==> config.mk <==
export PLATFORM = sky130hd
export DESIGN_NAME = mem_bus_arbiter_flat
export DESIGN_NICKNAME = d
export VERILOG_FILES = /design/src/rtl/mem_bus_arbiter_if.sv /design/src/rtl/mem_bus_arbiter.sv /design/src/flat_wrapper.sv
export SDC_FILE = /design/constraint.sdc
export NUM_CORES = 1
export LEC_CHECK = 0
export ABC_AREA = 0
export CAP_MARGIN = 0
export CORE_MARGIN = 10
export CORE_UTILIZATION = 30
export DETAILED_ROUTE_END_ITERATION = 6
export PLACE_DENSITY = 0.58
export SKIP_CTS_REPAIR_TIMING = 1
export SYNTH_ARGS = -nofsm -noshare
export SYNTH_HDL_FRONTEND = slang
export SYNTH_SLANG_ARGS = --single-unit
export TNS_END_PERCENT = 50
==> constraint.sdc <==
create_clock -name CLK_100MHz -period 8.9 [get_ports CLK_100MHz]
set_input_delay 1.78 -clock CLK_100MHz [delete_from_list [all_inputs] [get_ports CLK_100MHz]]
set_output_delay 1.78 -clock CLK_100MHz [all_outputs]
set_load 0.01 [all_outputs]
==> src/rtl/mem_bus_arbiter_if.sv <==
// rtl/mem_bus_arbiter_if.sv - CPU, DMA and memory-side signal bundle for mem_bus_arbiter
interface mem_bus_arbiter_if;
    logic        CLK_CPU;
    logic [15:0] CPU_ADDRESS;
    logic [15:0] CPU_DATA_W;
    logic        CPU_LOAD;
    logic [15:0] CPU_DATA_R;
    logic        DMA_REQ;
    logic [15:0] DMA_ADDRESS;
    logic [15:0] DMA_DATA_W;
    logic        DMA_WE;
    logic        DMA_ACK;
    logic [15:0] DMA_DATA_R;
    logic [15:0] MEM_ADDRESS;
    logic [15:0] MEM_DATA_W;
    logic        MEM_LOAD;
    logic        MEM_EN;
    logic [15:0] MEM_DATA_R;
    logic        OVERRUN;

    modport slave (
        input  CLK_CPU, CPU_ADDRESS, CPU_DATA_W, CPU_LOAD,
        input  DMA_REQ, DMA_ADDRESS, DMA_DATA_W, DMA_WE, MEM_DATA_R,
        output CPU_DATA_R, DMA_ACK, DMA_DATA_R,
        output MEM_ADDRESS, MEM_DATA_W, MEM_LOAD, MEM_EN, OVERRUN
    );

    modport master (
        output CLK_CPU, CPU_ADDRESS, CPU_DATA_W, CPU_LOAD,
        output DMA_REQ, DMA_ADDRESS, DMA_DATA_W, DMA_WE, MEM_DATA_R,
        input  CPU_DATA_R, DMA_ACK, DMA_DATA_R,
        input  MEM_ADDRESS, MEM_DATA_W, MEM_LOAD, MEM_EN, OVERRUN
    );
endinterface

==> src/rtl/mem_bus_arbiter.sv <==
// rtl/mem_bus_arbiter.sv - CPU-priority arbiter fitting DMA beats into the gap between CLK_CPU slots
module mem_bus_arbiter #(
    parameter int unsigned DIVISOR = 2000000,
    parameter int unsigned GUARD   = 4,
    parameter int unsigned CNT_W   = 32
) (
    input  logic             CLK_100MHz,
    input  logic             RESET_N,
    mem_bus_arbiter_if.slave bus
);
    typedef enum logic [1:0] {IDLE, DMA_ISSUE, DMA_WAIT, DMA_DONE} state_t;

    localparam logic [CNT_W-1:0] PHASE_MAX   = CNT_W'(DIVISOR - 1);
    // Two extra bits so phase+3 can never wrap before the compare.
    localparam logic [CNT_W+1:0] START_LIMIT = (CNT_W+2)'(DIVISOR - GUARD - 1);

    state_t           state;
    logic [CNT_W-1:0] phase;
    logic             synced;
    logic             ack_q;
    logic [15:0]      dma_data_q;
    logic [15:0]      cpu_held;
    logic             overrun_q;

    logic [CNT_W+1:0] phase_plus;
    logic             start_ok;
    logic             cpu_owns;
    logic             dma_drives;

    assign phase_plus = {2'b00, phase} + (CNT_W+2)'(3);
    assign start_ok   = synced && (phase_plus <= START_LIMIT) && !bus.CLK_CPU;
    // A CPU strobe always takes the bus, even mid-beat.
    assign cpu_owns   = (state == IDLE) || bus.CLK_CPU;
    assign dma_drives = ((state == DMA_ISSUE) || (state == DMA_WAIT)) && !bus.CLK_CPU;

    assign bus.MEM_ADDRESS = dma_drives ? bus.DMA_ADDRESS : bus.CPU_ADDRESS;
    assign bus.MEM_DATA_W  = dma_drives ? bus.DMA_DATA_W  : bus.CPU_DATA_W;
    assign bus.MEM_EN      = cpu_owns ? bus.CLK_CPU : (state == DMA_ISSUE);
    assign bus.MEM_LOAD    = cpu_owns ? (bus.CPU_LOAD && bus.CLK_CPU)
                                      : ((state == DMA_ISSUE) && bus.DMA_WE);
    assign bus.CPU_DATA_R  = (state == IDLE) ? bus.MEM_DATA_R : cpu_held;
    assign bus.DMA_ACK     = ack_q && !bus.CLK_CPU;
    assign bus.DMA_DATA_R  = dma_data_q;
    assign bus.OVERRUN     = overrun_q;

    always_ff @(posedge CLK_100MHz) begin
        if (!RESET_N) begin
            state      <= IDLE;
            phase      <= '0;
            synced     <= 1'b0;
            ack_q      <= 1'b0;
            dma_data_q <= '0;
            cpu_held   <= '0;
            overrun_q  <= 1'b0;
        end else begin
            if (bus.CLK_CPU) begin
                phase  <= '0;
                synced <= 1'b1;
            end else if (phase != PHASE_MAX) begin
                phase <= phase + 1'b1;
            end

            ack_q <= 1'b0;
            if (state == IDLE) begin
                cpu_held <= bus.MEM_DATA_R;
            end

            if (bus.CLK_CPU && (state != IDLE)) begin
                state     <= IDLE;
                overrun_q <= 1'b1;
            end else begin
                case (state)
                    IDLE: begin
                        if (bus.DMA_REQ && start_ok) begin
                            state <= DMA_ISSUE;
                        end
                    end
                    DMA_ISSUE: state <= DMA_WAIT;
                    DMA_WAIT: begin
                        if (!bus.DMA_WE) begin
                            dma_data_q <= bus.MEM_DATA_R;
                        end
                        ack_q <= 1'b1;
                        state <= DMA_DONE;
                    end
                    DMA_DONE: state <= IDLE;
                    default:  state <= IDLE;
                endcase
            end
        end
    end
endmodule

==> src/flat_wrapper.sv <==
// flat-port wrapper written by rule: the top's interface ports become plain ports
module mem_bus_arbiter_flat 
#(
    parameter int unsigned DIVISOR = 2000000,
    parameter int unsigned GUARD   = 4,
    parameter int unsigned CNT_W   = 32
)
  (CLK_100MHz, RESET_N, bus_CLK_CPU, bus_CPU_ADDRESS, bus_CPU_DATA_W, bus_CPU_LOAD, bus_DMA_REQ, bus_DMA_ADDRESS, bus_DMA_DATA_W, bus_DMA_WE, bus_MEM_DATA_R, bus_CPU_DATA_R, bus_DMA_ACK, bus_DMA_DATA_R, bus_MEM_ADDRESS, bus_MEM_DATA_W, bus_MEM_LOAD, bus_MEM_EN, bus_OVERRUN);
  mem_bus_arbiter_if bus_i ();
  input  logic CLK_100MHz;
  input  logic RESET_N;
  input wire logic [$bits(bus_i.CLK_CPU)-1:0] bus_CLK_CPU;
  input wire logic [$bits(bus_i.CPU_ADDRESS)-1:0] bus_CPU_ADDRESS;
  input wire logic [$bits(bus_i.CPU_DATA_W)-1:0] bus_CPU_DATA_W;
  input wire logic [$bits(bus_i.CPU_LOAD)-1:0] bus_CPU_LOAD;
  input wire logic [$bits(bus_i.DMA_REQ)-1:0] bus_DMA_REQ;
  input wire logic [$bits(bus_i.DMA_ADDRESS)-1:0] bus_DMA_ADDRESS;
  input wire logic [$bits(bus_i.DMA_DATA_W)-1:0] bus_DMA_DATA_W;
  input wire logic [$bits(bus_i.DMA_WE)-1:0] bus_DMA_WE;
  input wire logic [$bits(bus_i.MEM_DATA_R)-1:0] bus_MEM_DATA_R;
  output wire logic [$bits(bus_i.CPU_DATA_R)-1:0] bus_CPU_DATA_R;
  output wire logic [$bits(bus_i.DMA_ACK)-1:0] bus_DMA_ACK;
  output wire logic [$bits(bus_i.DMA_DATA_R)-1:0] bus_DMA_DATA_R;
  output wire logic [$bits(bus_i.MEM_ADDRESS)-1:0] bus_MEM_ADDRESS;
  output wire logic [$bits(bus_i.MEM_DATA_W)-1:0] bus_MEM_DATA_W;
  output wire logic [$bits(bus_i.MEM_LOAD)-1:0] bus_MEM_LOAD;
  output wire logic [$bits(bus_i.MEM_EN)-1:0] bus_MEM_EN;
  output wire logic [$bits(bus_i.OVERRUN)-1:0] bus_OVERRUN;
  assign bus_i.CLK_CPU = bus_CLK_CPU;
  assign bus_i.CPU_ADDRESS = bus_CPU_ADDRESS;
  assign bus_i.CPU_DATA_W = bus_CPU_DATA_W;
  assign bus_i.CPU_LOAD = bus_CPU_LOAD;
  assign bus_i.DMA_REQ = bus_DMA_REQ;
  assign bus_i.DMA_ADDRESS = bus_DMA_ADDRESS;
  assign bus_i.DMA_DATA_W = bus_DMA_DATA_W;
  assign bus_i.DMA_WE = bus_DMA_WE;
  assign bus_i.MEM_DATA_R = bus_MEM_DATA_R;
  assign bus_CPU_DATA_R = bus_i.CPU_DATA_R;
  assign bus_DMA_ACK = bus_i.DMA_ACK;
  assign bus_DMA_DATA_R = bus_i.DMA_DATA_R;
  assign bus_MEM_ADDRESS = bus_i.MEM_ADDRESS;
  assign bus_MEM_DATA_W = bus_i.MEM_DATA_W;
  assign bus_MEM_LOAD = bus_i.MEM_LOAD;
  assign bus_MEM_EN = bus_i.MEM_EN;
  assign bus_OVERRUN = bus_i.OVERRUN;
  mem_bus_arbiter #(.DIVISOR(DIVISOR), .GUARD(GUARD), .CNT_W(CNT_W)) u_core (.CLK_100MHz(CLK_100MHz), .RESET_N(RESET_N), .bus(bus_i));
endmodule
# After elaboration in Yosys (flattened, before gate mapping)
# Index checks and enable logic that the tools add are counted.
[totals] regBits=69 inputBits=86 out_inout_bits=68
[classes] n_addsub=2 magnitude_cmp=1 eq_ne=5 n_mux=8 bitwise_logic=3 reduce_logical=16
[op_table] op="2-to-1 mux 16 bit" count=3
[op_table] op="<= comparator 34 x 21 -> 1 bit (second input constant)" count=1
[op_table] op="adder 32 x 2 -> 33 bit (second input constant)" count=1
[op_table] op="adder 32 x 1 -> 32 bit (second input constant)" count=1
[op_table] op="!= test 32 x 21 -> 1 bit (second input constant)" count=1
[op_table] op="logical AND 1 bit" count=8
[op_table] op="case mux 2 bit (4 select lines)" count=1
[op_table] op="== test 2 bit (second input constant)" count=2
[op_table] op="OR reduction 2 bit" count=2
[op_table] op="2-to-1 mux 1 bit" count=3
[op_table] op="NOT 1 bit" count=3
[op_table] op="AND reduction 3 bit" count=1
[op_table] op="== test 2 x 1 -> 1 bit (second input constant)" count=1
[op_table] op="zero test 2 bit" count=1
[op_table] op="logical OR 1 bit" count=2
[op_table] op="2-to-1 mux 2 bit" count=1
[op_table] op="!= test 2 bit (second input constant)" count=1
[op_table] op="nonzero test 2 bit" count=1
[op_table] op="zero test 1 bit" count=1

# Longest topological paths before layout
[logic_depth] word_depth=7 depth_mapped=11

# Least setup slack after synthesis
# Ideal clock, no wire load.
[synth_timing] kind="input-to-output" from="input port bus_CLK_CPU" to="output port bus_MEM_ADDRESS[0]" arrival_ns=3.079 required_ns=7.120 path_slack_ns=4.041 cell_stages=5 n_path_buf=3 path_cell_list="clkbuf_1 -> nand2b_1 -> clkbuf_1 -> clkbuf_1 -> mux2_2"
[synth_via] elab_chain_cells=3
[synth_rtl] item="start: declaration" line_no="flat_wrapper.sv:12" rtl="input wire logic [$bits(bus_i.CLK_CPU)-1:0] bus_CLK_CPU;"
[synth_rtl] item="zero test 1 bit" line_no="mem_bus_arbiter.sv:34" rtl="assign dma_drives = ((state == DMA_ISSUE) || (state == DMA_WAIT)) && !bus.CLK_CPU;"
[synth_rtl] item="logical AND 1 bit" line_no="mem_bus_arbiter.sv:34"
[synth_rtl] item="2-to-1 mux 16 bit" line_no="mem_bus_arbiter.sv:36" rtl="assign bus.MEM_ADDRESS = dma_drives ? bus.DMA_ADDRESS : bus.CPU_ADDRESS;"
[synth_rtl] item="end: declaration" line_no="flat_wrapper.sv:24" rtl="output wire logic [$bits(bus_i.MEM_ADDRESS)-1:0] bus_MEM_ADDRESS;"
# Every way passes these cells.

# Final worst setup path
[layout_timing] from="input port bus_CLK_CPU" to="output port bus_MEM_DATA_W[10]"
[layout_via] elab_chain_cells=3
[layout_rtl] item="zero test 1 bit" line_no="mem_bus_arbiter.sv:34"
[layout_rtl] item="logical AND 1 bit" line_no="mem_bus_arbiter.sv:34"
[layout_rtl] item="2-to-1 mux 16 bit" line_no="mem_bus_arbiter.sv:37" rtl="assign bus.MEM_DATA_W = dma_drives ? bus.DMA_DATA_W : bus.CPU_DATA_W;"
[layout_rtl] item="end: declaration" line_no="flat_wrapper.sv:25" rtl="output wire logic [$bits(bus_i.MEM_DATA_W)-1:0] bus_MEM_DATA_W;"
# Every way passes these cells.

==> metrics.txt <==
die width 138 um; Pre-Repair DR Iteration Count 4; unrepaired setup endpoints after global routing false; commonest non-fill, non-tap cell in the layout clkdlybuf4s50_1; initial core utilization 30.4%; Max Clock Freq between 150 and 200 MHz; DRC viols 0; status complete, no violations; Max-slew headroom 24.3%; worst path bufs/invs 3; Req. time, crit path 7120 ps; GP Congestion ~0.94; Via density around 4.9; H-Tree Depth 3; critical path endpoint category output port; DP HPWL approximately 11000 um; asr flop ratio synth 0%; Vias between 3000 and 4000; Static Leakage around 2.1 nW; slowest stage delay, CP about 660 ps; Post-synth top flop dfxtp_1; crit path from bus_CLK_CPU; first-pass GRT wire length about 23000 um; most frequent cells in the layout clkdlybuf4s50_1, dfxtp_1, nand2_1, mux2_2, nor2_1; row cnt 43; worst slack at placement approximately 3300 ps; Worst Path Max Fanout 33; Final Total Pwr roughly 1.2 mW; GRT met3 Usage between 3 and 4%; Core Box Area between 0.01 and 0.015 mm2; Final Hold Vio Count 0; routed wire length around 14000 um; Worst Reg-to-Reg Cells 10; Final ANT Viol Nets 0; Worst-path clk slew 50 ps; clock latency at the later pin of the worst-skew pair approximately 330 ps; layout cells sized above 1 approximately an eighth; clk buf depth 2; most used cell, CP clkdlybuf4s50_1; Avg WL per Cell around 17 um; Final WS setup around 3200 ps; Ys Warns 0; Post-synth EDFFs 0; cell family with most CP delay buffers and inverters; global route hottest layer met2; min Tclk post-route between 5000 and 6000 ps; diode count 0; max-slew violation count 0; met1 Usage GRT 19.1%; Worst Clk Skew slightly below 4 ps; crit-path cells clkdlybuf4s50_1 > nand2b_1 > buf_4 > mux2_2 > clkdlybuf4s50_1; peak supply drop 0.0903 mV; die height 138 um; hold slack 465 ps; Post-Syn Instances between 400 and 500; GR met2 Demand/Resource around a quarter; Reg2Reg Capture Point u_core.state[1]; CTS tree yes; critical path depth 5; flops & latches, synth 69; Avg Synthesized Cell Area roughly 8.4 um2; Reg2Reg Setup Slack roughly 5700 ps; gr usage total between 10% and 20%; Min-Delay Path Class register to register; slowest CP cell clkdlybuf4s50_1; fin nets 715; count of input and output buffers 153; largest net degree at the start of global routing 39; Worst-Margin Slew roughly 1100 ps; Crit Path Class input pin to output port; die area roughly 0.019 mm2; Worst Setup Start Kind input pin; Yosys cell types between 50 and 60; Synth Cell Area approximately 0.0042 mm2; I/O Pins ~150; Data arrival, critical path a little under 4000 ps; Sink Count about 70; number of global-route vias before repair 3826; Num CTS Buffers 9; hold path depth 2; Setup TNS Final 0 ps; clk root buf clkbuf_16; syn_nets just under 600; Final period util a little under two thirds; sequential area share after synthesis roughly 33%; Overflow after GRT 0; Final Util between 40 and 50%; Max Cap Violations 0; Setup crit end bus_MEM_DATA_W[10]; initial antenna violation count 0; Setup Viol. Count Final 0; P&R area growth vs syn 47.1%; Pwr per Cell Area slightly above 200 mW/mm2; FF-to-FF Start u_core.phase[0]; drt initial violations roughly 250
-- cells in the mapped netlist (all sizes together), types with 2 or more instances --
| library cell | instances | area share (%) |
|---|---|---|
| dfxtp | 69 | 33 |
| nand2 | 62 | 5.6 |
| mux2 | 49 | 13 |
| nor2 | 45 | 4.0 |
| clkbuf | 38 | 3.6 |
| and2 | 19 | 2.8 |
| xnor2 | 19 | 4.0 |
| a21boi | 18 | 3.2 |
| xor2 | 18 | 3.8 |
| nand4 | 17 | 2.5 |
| nand3 | 14 | 2.0 |
| nor3 | 12 | 1.6 |
| nor4 | 11 | 1.6 |
| and4 | 8 | 1.7 |
| or3 | 8 | 1.3 |
| or4 | 8 | 1.5 |
| inv | 7 | 0.63 |
| nor2b | 6 | 0.90 |
| a31oi | 5 | 0.75 |
| and3 | 5 | 0.78 |
| ha | 5 | 1.5 |
| mux2i | 5 | 1.2 |
| o21ai | 5 | 0.60 |
| a21oi | 4 | 0.48 |
| buf | 4 | 0.69 |
| nand2b | 3 | 0.45 |
| nand3b | 3 | 0.54 |
| o31ai | 3 | 0.54 |
| or2 | 3 | 0.45 |
| a221o | 2 | 0.48 |
| a311oi | 2 | 0.57 |
| and4b | 2 | 0.48 |
| nand4b | 2 | 0.42 |
| o211ai | 2 | 0.36 |
| o21a | 2 | 0.36 |
| or3b | 2 | 0.42 |
-- how the worst min path moves through the flow --
| stage | startpoint | endpoint | slack [ps] |
|---|---|---|---|
| floorplan | u_core.synced | u_core.synced | 440 |
| global placement | u_core.bus.OVERRUN | u_core.bus.OVERRUN | 450 |
| detailed placement | u_core.bus.DMA_DATA_R[3] | u_core.bus.DMA_DATA_R[3] | 460 |
| CTS | u_core.bus.DMA_DATA_R[2] | u_core.bus.DMA_DATA_R[2] | 470 |
| global route | u_core.bus.DMA_DATA_R[9] | u_core.bus.DMA_DATA_R[9] | 490 |
| finish | u_core.bus.DMA_DATA_R[2] | u_core.bus.DMA_DATA_R[2] | 470 |
-- cell type report --
cell class,count,area [um2]
clock buffers,10,239
clock inverters,6,109
fillers,1363,7620
inverters,7,26.3
multi-input cells,379,2600
flip-flops and latches,69,1380
well taps,180,225
repair buffers,158,1570
-- sequential cells by signal, indices dropped and copies added, names as in the netlist --
signal and flops:
u_core.bus.OVERRUN 1, u_core.cpu_held 16, u_core.bus.DMA_DATA_R 16, u_core.state 2
u_core.synced 1, u_core.phase 32, u_core.ack_q 1
-- worst min-delay path, delay by kind of cell (launching register included) --
family | cells | cell delay [ps]
DFF | 1 | 300
AOI/OAI and AO/OA | 1 | 60
and+or+nand+nor | 1 | 40
-- per-stage QoR --
step / cells / instance area [um2]
after floorplan: 497 / 4180
after detailed placement: 793 / 5810
after CTS: 809 / 6150
after global placement: 793 / 5810
after global routing: 809 / 6150
final: 809 / 6150
-- layer usage --
metal | wire length, um | part of all wire (%)
met2 | 6740 | 48
met3 | 602 | 4.3
met4 | 99 | 0.70
met1 | 6670 | 47
met5 | 0 | 0
-- power by group --
group / switching (mW) / total (mW) / internal (mW) / leakage (nW)
clock network: 0.134 / 0.415 / 0.281 / 0.173
registers: 0.0104 / 0.349 / 0.339 / 0.561
logic: 0.197 / 0.474 / 0.278 / 1.38
-- cells by family after synthesis --
| kind of cell | Yosys count | synth area share, % |
|---|---|---|
| mux | 54 | 14.4 |
| buf+inv | 49 | 4.88 |
| xor+xnor | 37 | 7.75 |
| flops | 69 | 33.0 |
| compound gates | 52 | 9.18 |
| fa+ha+maj | 5 | 1.50 |
| simple gates | 231 | 29.3 |
No activity file was read; power rests on OpenSTA's default activity.
